[src/rtl/reset_sequencer_if.sv]
`default_nettype none
// ============================================================================
// Module   : reset_sequencer_if
// Purpose  : Groups the request/status signals of reset_sequencer.
//            The "slave" modport is the sequencer's view; the "master"
//            modport is the view of the logic that issues requests and
//            reads status back.
// Signals  : rst_req   - request level, synchronous to the sequencer clock
//            rst_out   - registered active-high reset to downstream logic
//            busy      - sequence in progress (ASSERT or HOLDOFF)
//            done      - one-cycle pulse at the end of a sequence
//            rst_count - saturating count of accepted triggers
// Revision : 1.0 - initial release
// ============================================================================
interface reset_sequencer_if #(
  parameter int COUNT_WIDTH = 8
);
  logic                   rst_req;
  logic                   rst_out;
  logic                   busy;
  logic                   done;
  logic [COUNT_WIDTH-1:0] rst_count;

  modport slave (
    input  rst_req,
    output rst_out,
    output busy,
    output done,
    output rst_count
  );

  modport master (
    output rst_req,
    input  rst_out,
    input  busy,
    input  done,
    input  rst_count
  );
endinterface
`default_nettype wire

[src/rtl/reset_sequencer.sv]
`default_nettype none
// ============================================================================
// Module   : reset_sequencer
// Purpose  : Turns a synchronized reset request level into a fixed-length
//            reset pulse followed by a release hold-off, with busy/done
//            status and a saturating count of accepted requests. A power-on
//            sequence runs out of the block's own reset.
// Ports    : clk           - clock, rising edge
//            rst           - asynchronous active-high reset
//            bus (slave)   - rst_req in; rst_out, busy, done, rst_count out
// Params   : ASSERT_CYCLES  - periods rst_out is high per sequence (>= 1)
//            HOLDOFF_CYCLES - periods from rst_out release to done (0 skips)
//            COUNT_WIDTH    - width of rst_count
// Revision : 1.0 - initial release
// ============================================================================
module reset_sequencer #(
  parameter int ASSERT_CYCLES  = 16,
  parameter int HOLDOFF_CYCLES = 8,
  parameter int COUNT_WIDTH    = 8
) (
  input  wire logic        clk,
  input  wire logic        rst,
  reset_sequencer_if.slave bus
);

  localparam int MAX_CYCLES = (ASSERT_CYCLES > HOLDOFF_CYCLES) ? ASSERT_CYCLES : HOLDOFF_CYCLES;
  localparam int CNT_W      = $clog2(MAX_CYCLES + 1);

  localparam logic [CNT_W-1:0] ASSERT_LOAD  = CNT_W'(ASSERT_CYCLES - 1);
  // Guarded so a zero hold-off does not produce a negative load value; the
  // load is never used in that configuration.
  localparam logic [CNT_W-1:0] HOLDOFF_LOAD =
    CNT_W'((HOLDOFF_CYCLES > 0) ? (HOLDOFF_CYCLES - 1) : 0);

  typedef enum logic [1:0] {
    S_IDLE    = 2'd0,
    S_ASSERT  = 2'd1,
    S_HOLDOFF = 2'd2
  } state_t;

  state_t                 state_q, state_d;
  logic [CNT_W-1:0]       cnt_q, cnt_d;
  logic                   req_q;
  logic                   rst_out_q, rst_out_d;
  logic                   busy_q, busy_d;
  logic                   done_q, done_d;
  logic [COUNT_WIDTH-1:0] count_q, count_d;
  logic                   trig;

  // Registered state. Reset places the machine directly in ASSERT with a
  // full count so the power-on sequence is identical to a triggered one.
  // req_q resets high so a request level already present at reset release
  // is not mistaken for a rising edge.
  always_ff @(posedge clk or posedge rst) begin
    if (rst) begin
      state_q   <= S_ASSERT;
      cnt_q     <= ASSERT_LOAD;
      req_q     <= 1'b1;
      rst_out_q <= 1'b1;
      busy_q    <= 1'b1;
      done_q    <= 1'b0;
      count_q   <= '0;
    end else begin
      state_q   <= state_d;
      cnt_q     <= cnt_d;
      req_q     <= bus.rst_req;
      rst_out_q <= rst_out_d;
      busy_q    <= busy_d;
      done_q    <= done_d;
      count_q   <= count_d;
    end
  end

  // Next-state, shared down-counter and status decode. A trigger always
  // wins over counter expiry, so a request landing on the last cycle of a
  // phase restarts the assert phase instead of finishing the sequence.
  always_comb begin
    trig    = bus.rst_req & ~req_q;
    state_d = state_q;
    cnt_d   = cnt_q;
    done_d  = 1'b0;

    case (state_q)
      S_IDLE: begin
        if (trig) begin
          state_d = S_ASSERT;
          cnt_d   = ASSERT_LOAD;
        end
      end

      S_ASSERT: begin
        if (trig) begin
          cnt_d = ASSERT_LOAD;
        end else if (cnt_q == '0) begin
          if (HOLDOFF_CYCLES == 0) begin
            state_d = S_IDLE;
            done_d  = 1'b1;
          end else begin
            state_d = S_HOLDOFF;
            cnt_d   = HOLDOFF_LOAD;
          end
        end else begin
          cnt_d = cnt_q - CNT_W'(1);
        end
      end

      S_HOLDOFF: begin
        if (trig) begin
          state_d = S_ASSERT;
          cnt_d   = ASSERT_LOAD;
        end else if (cnt_q == '0) begin
          state_d = S_IDLE;
          done_d  = 1'b1;
        end else begin
          cnt_d = cnt_q - CNT_W'(1);
        end
      end

      default: begin
        state_d = S_IDLE;
        cnt_d   = '0;
      end
    endcase

    // Outputs are registered copies of the next-state decode, so they
    // change on the same edge that samples the trigger.
    rst_out_d = (state_d == S_ASSERT);
    busy_d    = (state_d != S_IDLE);

    count_d = count_q;
    if (trig && (count_q != {COUNT_WIDTH{1'b1}})) begin
      count_d = count_q + COUNT_WIDTH'(1);
    end
  end

  assign bus.rst_out   = rst_out_q;
  assign bus.busy      = busy_q;
  assign bus.done      = done_q;
  assign bus.rst_count = count_q;

endmodule
`default_nettype wire
[src/flat_wrapper.sv]
// flat-port wrapper written by rule: the top's interface ports become plain ports
module reset_sequencer_flat 
#(
  parameter int ASSERT_CYCLES  = 16,
  parameter int HOLDOFF_CYCLES = 8,
  parameter int COUNT_WIDTH    = 8
)
  (clk, rst, bus_rst_req, bus_rst_out, bus_busy, bus_done, bus_rst_count);
  reset_sequencer_if #(.COUNT_WIDTH(COUNT_WIDTH)) bus_i ();
  input  wire logic clk;
  input  wire logic rst;
  input wire logic [$bits(bus_i.rst_req)-1:0] bus_rst_req;
  output wire logic [$bits(bus_i.rst_out)-1:0] bus_rst_out;
  output wire logic [$bits(bus_i.busy)-1:0] bus_busy;
  output wire logic [$bits(bus_i.done)-1:0] bus_done;
  output wire logic [$bits(bus_i.rst_count)-1:0] bus_rst_count;
  assign bus_i.rst_req = bus_rst_req;
  assign bus_rst_out = bus_i.rst_out;
  assign bus_busy = bus_i.busy;
  assign bus_done = bus_i.done;
  assign bus_rst_count = bus_i.rst_count;
  reset_sequencer #(.ASSERT_CYCLES(ASSERT_CYCLES), .HOLDOFF_CYCLES(HOLDOFF_CYCLES), .COUNT_WIDTH(COUNT_WIDTH)) u_core (.clk(clk), .rst(rst), .bus(bus_i));
endmodule
[config.mk]
export PLATFORM = sky130hd
export DESIGN_NAME = reset_sequencer_flat
export DESIGN_NICKNAME = d
export VERILOG_FILES = /design/src/rtl/reset_sequencer_if.sv /design/src/rtl/reset_sequencer.sv /design/src/flat_wrapper.sv
export SDC_FILE = /design/constraint.sdc
export NUM_CORES = 1
export LEC_CHECK = 0
export ABC_AREA = 1
export CAP_MARGIN = 10
export CORE_MARGIN = 2
export CORE_UTILIZATION = 57
export CTS_BUF_LIST = sky130_fd_sc_hd__clkbuf_16
export CTS_CLUSTER_DIAMETER = 40
export DETAILED_ROUTE_END_ITERATION = 8
export GPL_ROUTABILITY_DRIVEN = 1
export PLACE_DENSITY_LB_ADDON = 0.3
export SYNTH_ARGS = -nofsm -noshare
export SYNTH_HDL_FRONTEND = slang
export SYNTH_SLANG_ARGS = --single-unit
[constraint.sdc]
create_clock -name clk -period 3.35 [get_ports clk]
set_clock_uncertainty 0.05 [all_clocks]
set_input_delay 0.8375 -clock clk [delete_from_list [all_inputs] [get_ports clk]]
set_output_delay 0.8375 -clock clk [all_outputs]
set_load 0.005 [all_outputs]
==> results.sh <==
export IMPL_cpPeakStageDelay_ns=0.51
export IMPL_reg2reg_to="u_core.cnt_q[0]$_DFFE_PP1P_"
export IMPL_max_freq_mhz=470
export IMPL_area_growth_pct=22.7
export IMPL_synthArstFlopShare_pct=100
export IMPL_die_w_um=47.0
export IMPL_diodes=0
export IMPL_antenna_found_initial=0
export IMPL_slew_violations=0
export IMPL_drt_iter0_markers=15
export IMPL_ctsResizeCount=0
export IMPL_worstSetupPathType="reg2out"
export IMPL_syn_nets=131
export IMPL_post_synth_top_area_cell="dfrtp_1"
export IMPL_synth_edf_count=0
export IMPL_port_buffers=13
export IMPL_cts_tree="done"
export IMPL_synth_flop_cell="dfrtp_1"
export IMPL_cp_depth=1
export IMPL_hold_class="reg2reg"
export IMPL_synth_cell_types=24
export IMPL_cts_root_buf="clkbuf_16"
export IMPL_routed_via_density=4.98
export IMPL_antenna_left=0
export IMPL_p_seq_share_pct=41.5
export IMPL_numCtsBuffers=3
export IMPL_final_cell_mix="nand2_1, inv_1, clkdlybuf4s50_1"
export IMPL_holdBufCountCts=0
export IMPL_p_comb_share_pct=34.8
export IMPL_cts_clk_slew_worst_paths_ns=0.05
export IMPL_synth_seq_cells=19
export IMPL_path_buf_inv=1
export IMPL_place_ws_ns=1.20
export IMPL_endpoint="bus_busy"
export IMPL_die_area_sq_mm=0.00221
export IMPL_wl_per_cell_um=11.8
export IMPL_rsz0062_at_grt="no"
export IMPL_synth_seq_area_share_pct=46.0
export IMPL_relSlewSlack_pct=52.8
export IMPL_r2r_cells=9
export IMPL_final_common_cell="nand2_1"
export IMPL_period_needed_ns=2.13
export IMPL_clk_path_buf_depth=2
export IMPL_clkSinkCount=19
export IMPL_coreArea_sq_mm=0.00173
export IMPL_synth_warnings=0
export IMPL_drcViolationCount=0
export IMPL_postCtsSetupBuffers=0
export IMPL_grt_max_degree=20
export IMPL_p_int_uw=660
export IMPL_switching_share_pct=33.2
export IMPL_io_pins=14
export IMPL_ir_drop_mv=0.459
export IMPL_slowest_stage="dfstp_2"
export IMPL_rows=15
export IMPL_netlist_area_leader_share_pct=26.1
export IMPL_nFillCells=123
export IMPL_wl_mm=1.98
export IMPL_timing_max_cap_violations=0
export IMPL_drt_pass1_iterations=4
export IMPL_status="complete, no violations"
export IMPL_crit_start="u_core.bus.busy$_DFF_PP1_"
export IMPL_drive_gt1_share_pct=21.0
export IMPL_timing_rr_start="u_core.cnt_q[0]$_DFFE_PP1P_"
export IMPL_setup_viol_count_final=0
export IMPL_crit_required_ns=2.46
export IMPL_p_per_area_mw_per_mm2=762
export IMPL_grt_pass1_wl_mm=3.34
export IMPL_critPathLaunchType="flop"
export IMPL_crit_fanout=1
export IMPL_crit_family="flip-flops"
export IMPL_p_leak_nw=0.644
export IMPL_syn_area_sq_mm=0.00106
export IMPL_gr_usage_all_layers_pct=21.5
export IMPL_tns_ns=0
export IMPL_overflow=0
export IMPL_synthCells=126
export IMPL_clkPwrFrac_pct=23.7
export IMPL_worst_slew_pin_slew_ns=0.707
export IMPL_cp_cell_sequence="clkdlybuf4s50_1"
export IMPL_vias=837
export IMPL_cts_htree_levels=1
export IMPL_hold_viol_final=0
export IMPL_end_kind="primary output"
export IMPL_die_h_um=47.0
export IMPL_arrival_ns=1.24
export IMPL_syn_area_per_cell_sq_um=8.38
export IMPL_fin_crit_sh_pct=63.5
export IMPL_setup_slack_ns=1.22
export IMPL_grt_pass1_vias=819
export IMPL_place_congestion=0.932
export IMPL_dp_hpwl_mm=1.49
export IMPL_switchingPower_uw=328
export IMPL_fin_nets=149
export IMPL_synthTopCellsByArea="dfrtp_1, dfstp_2, nand2_1"
export IMPL_clock_latency_ns=0.25
export IMPL_start_util_pct=61.2
export IMPL_r2r_slack_ns=1.82
-- registers in the layout, indices dropped and copies added (netlist names) --
register              count
u_core.bus.busy           1
u_core.bus.done           1
u_core.bus.rst_count      8
u_core.bus.rst_out        1
u_core.cnt_q              5
u_core.req_q              1
u_core.state_q            2
-- worst min path at each step --
stage,from,to,depth (start not counted)
after floorplan,u_core.cnt_q[1]$_DFFE_PP1P_,u_core.cnt_q[1]$_DFFE_PP1P_,2
after global placement,u_core.cnt_q[0]$_DFFE_PP1P_,u_core.cnt_q[0]$_DFFE_PP1P_,2
after detailed placement,u_core.cnt_q[1]$_DFFE_PP1P_,u_core.cnt_q[1]$_DFFE_PP1P_,2
after CTS,u_core.cnt_q[1]$_DFFE_PP1P_,u_core.cnt_q[1]$_DFFE_PP1P_,2
after global routing,u_core.cnt_q[1]$_DFFE_PP1P_,u_core.cnt_q[1]$_DFFE_PP1P_,2
final,u_core.cnt_q[1]$_DFFE_PP1P_,u_core.cnt_q[1]$_DFFE_PP1P_,2
-- power by group through the flow --
stage / sequential (mW) / clock, mW / combinational (mW)
CTS: 0.409 / 0.240 / 0.347
finish: 0.410 / 0.234 / 0.344
global route: 0.421 / 0.250 / 0.388
global placement: 0.407 / 0 / 0.331
detailed placement: 0.412 / 0 / 0.343
floorplan: 0.402 / 0 / 0.218
-- cell families after synthesis --
logic type / Yosys count / synth area share, %
AO/OA/AOI/OAI: 11 / 6.75
XOR/XNOR: 5 / 4.15
adder cells (fa/ha/maj): 2 / 2.37
buffers and inverters: 21 / 7.46
flip-flops: 19 / 46.0
AND/OR/NAND/NOR: 68 / 33.3
-- layer usage --
layer / up-vias / track usage (%) / part of all wire, %
met1: 393 / 24.8 / 42
met2: 13 / 37.8 / 54
met5: - / 0 / 0
met4: 0 / 11.7 / 2.2
li1: 425 / - / -
met3: 6 / 3.46 / 2.2
-- synthesized netlist by cell type, drive strengths merged, types with 2 or more instances --
cell type	instances
dfstp	8
a21oi	3
ha	2
nor2	10
dfrtp	11
xnor2	4
a211oi	2
o21ai	6
nand3	14
inv	21
nand2	40
-- through the flow --
stage	util (%)	hold WS (ns)	power (mW)	instances	area [sq um]
floorplan	-	0.404	0.620	126	1060
detailed placement	70.5	0.427	0.755	164	1220
CTS	75.1	0.436	0.996	168	1300
global route	75.1	0.453	1.06	168	1300
finish	75.1	0.432	0.988	168	1300
global placement	70.5	0.417	0.738	164	1220
-- area by class of cell --
type | instances | area [sq um] | area share, %
Clock buffer | 3 | 75.1 | 5.79
Inverter | 21 | 78.8 | 6.08
Timing Repair Buffer | 13 | 130 | 10.0
Multi-Input combinational cell | 86 | 492 | 37.9
Tap cell | 25 | 31.3 | 2.41
Clock inverter | 1 | 3.75 | 0.290
Sequential cell | 19 | 485 | 37.5
Note: power is estimated with default switching activity, not from simulation.
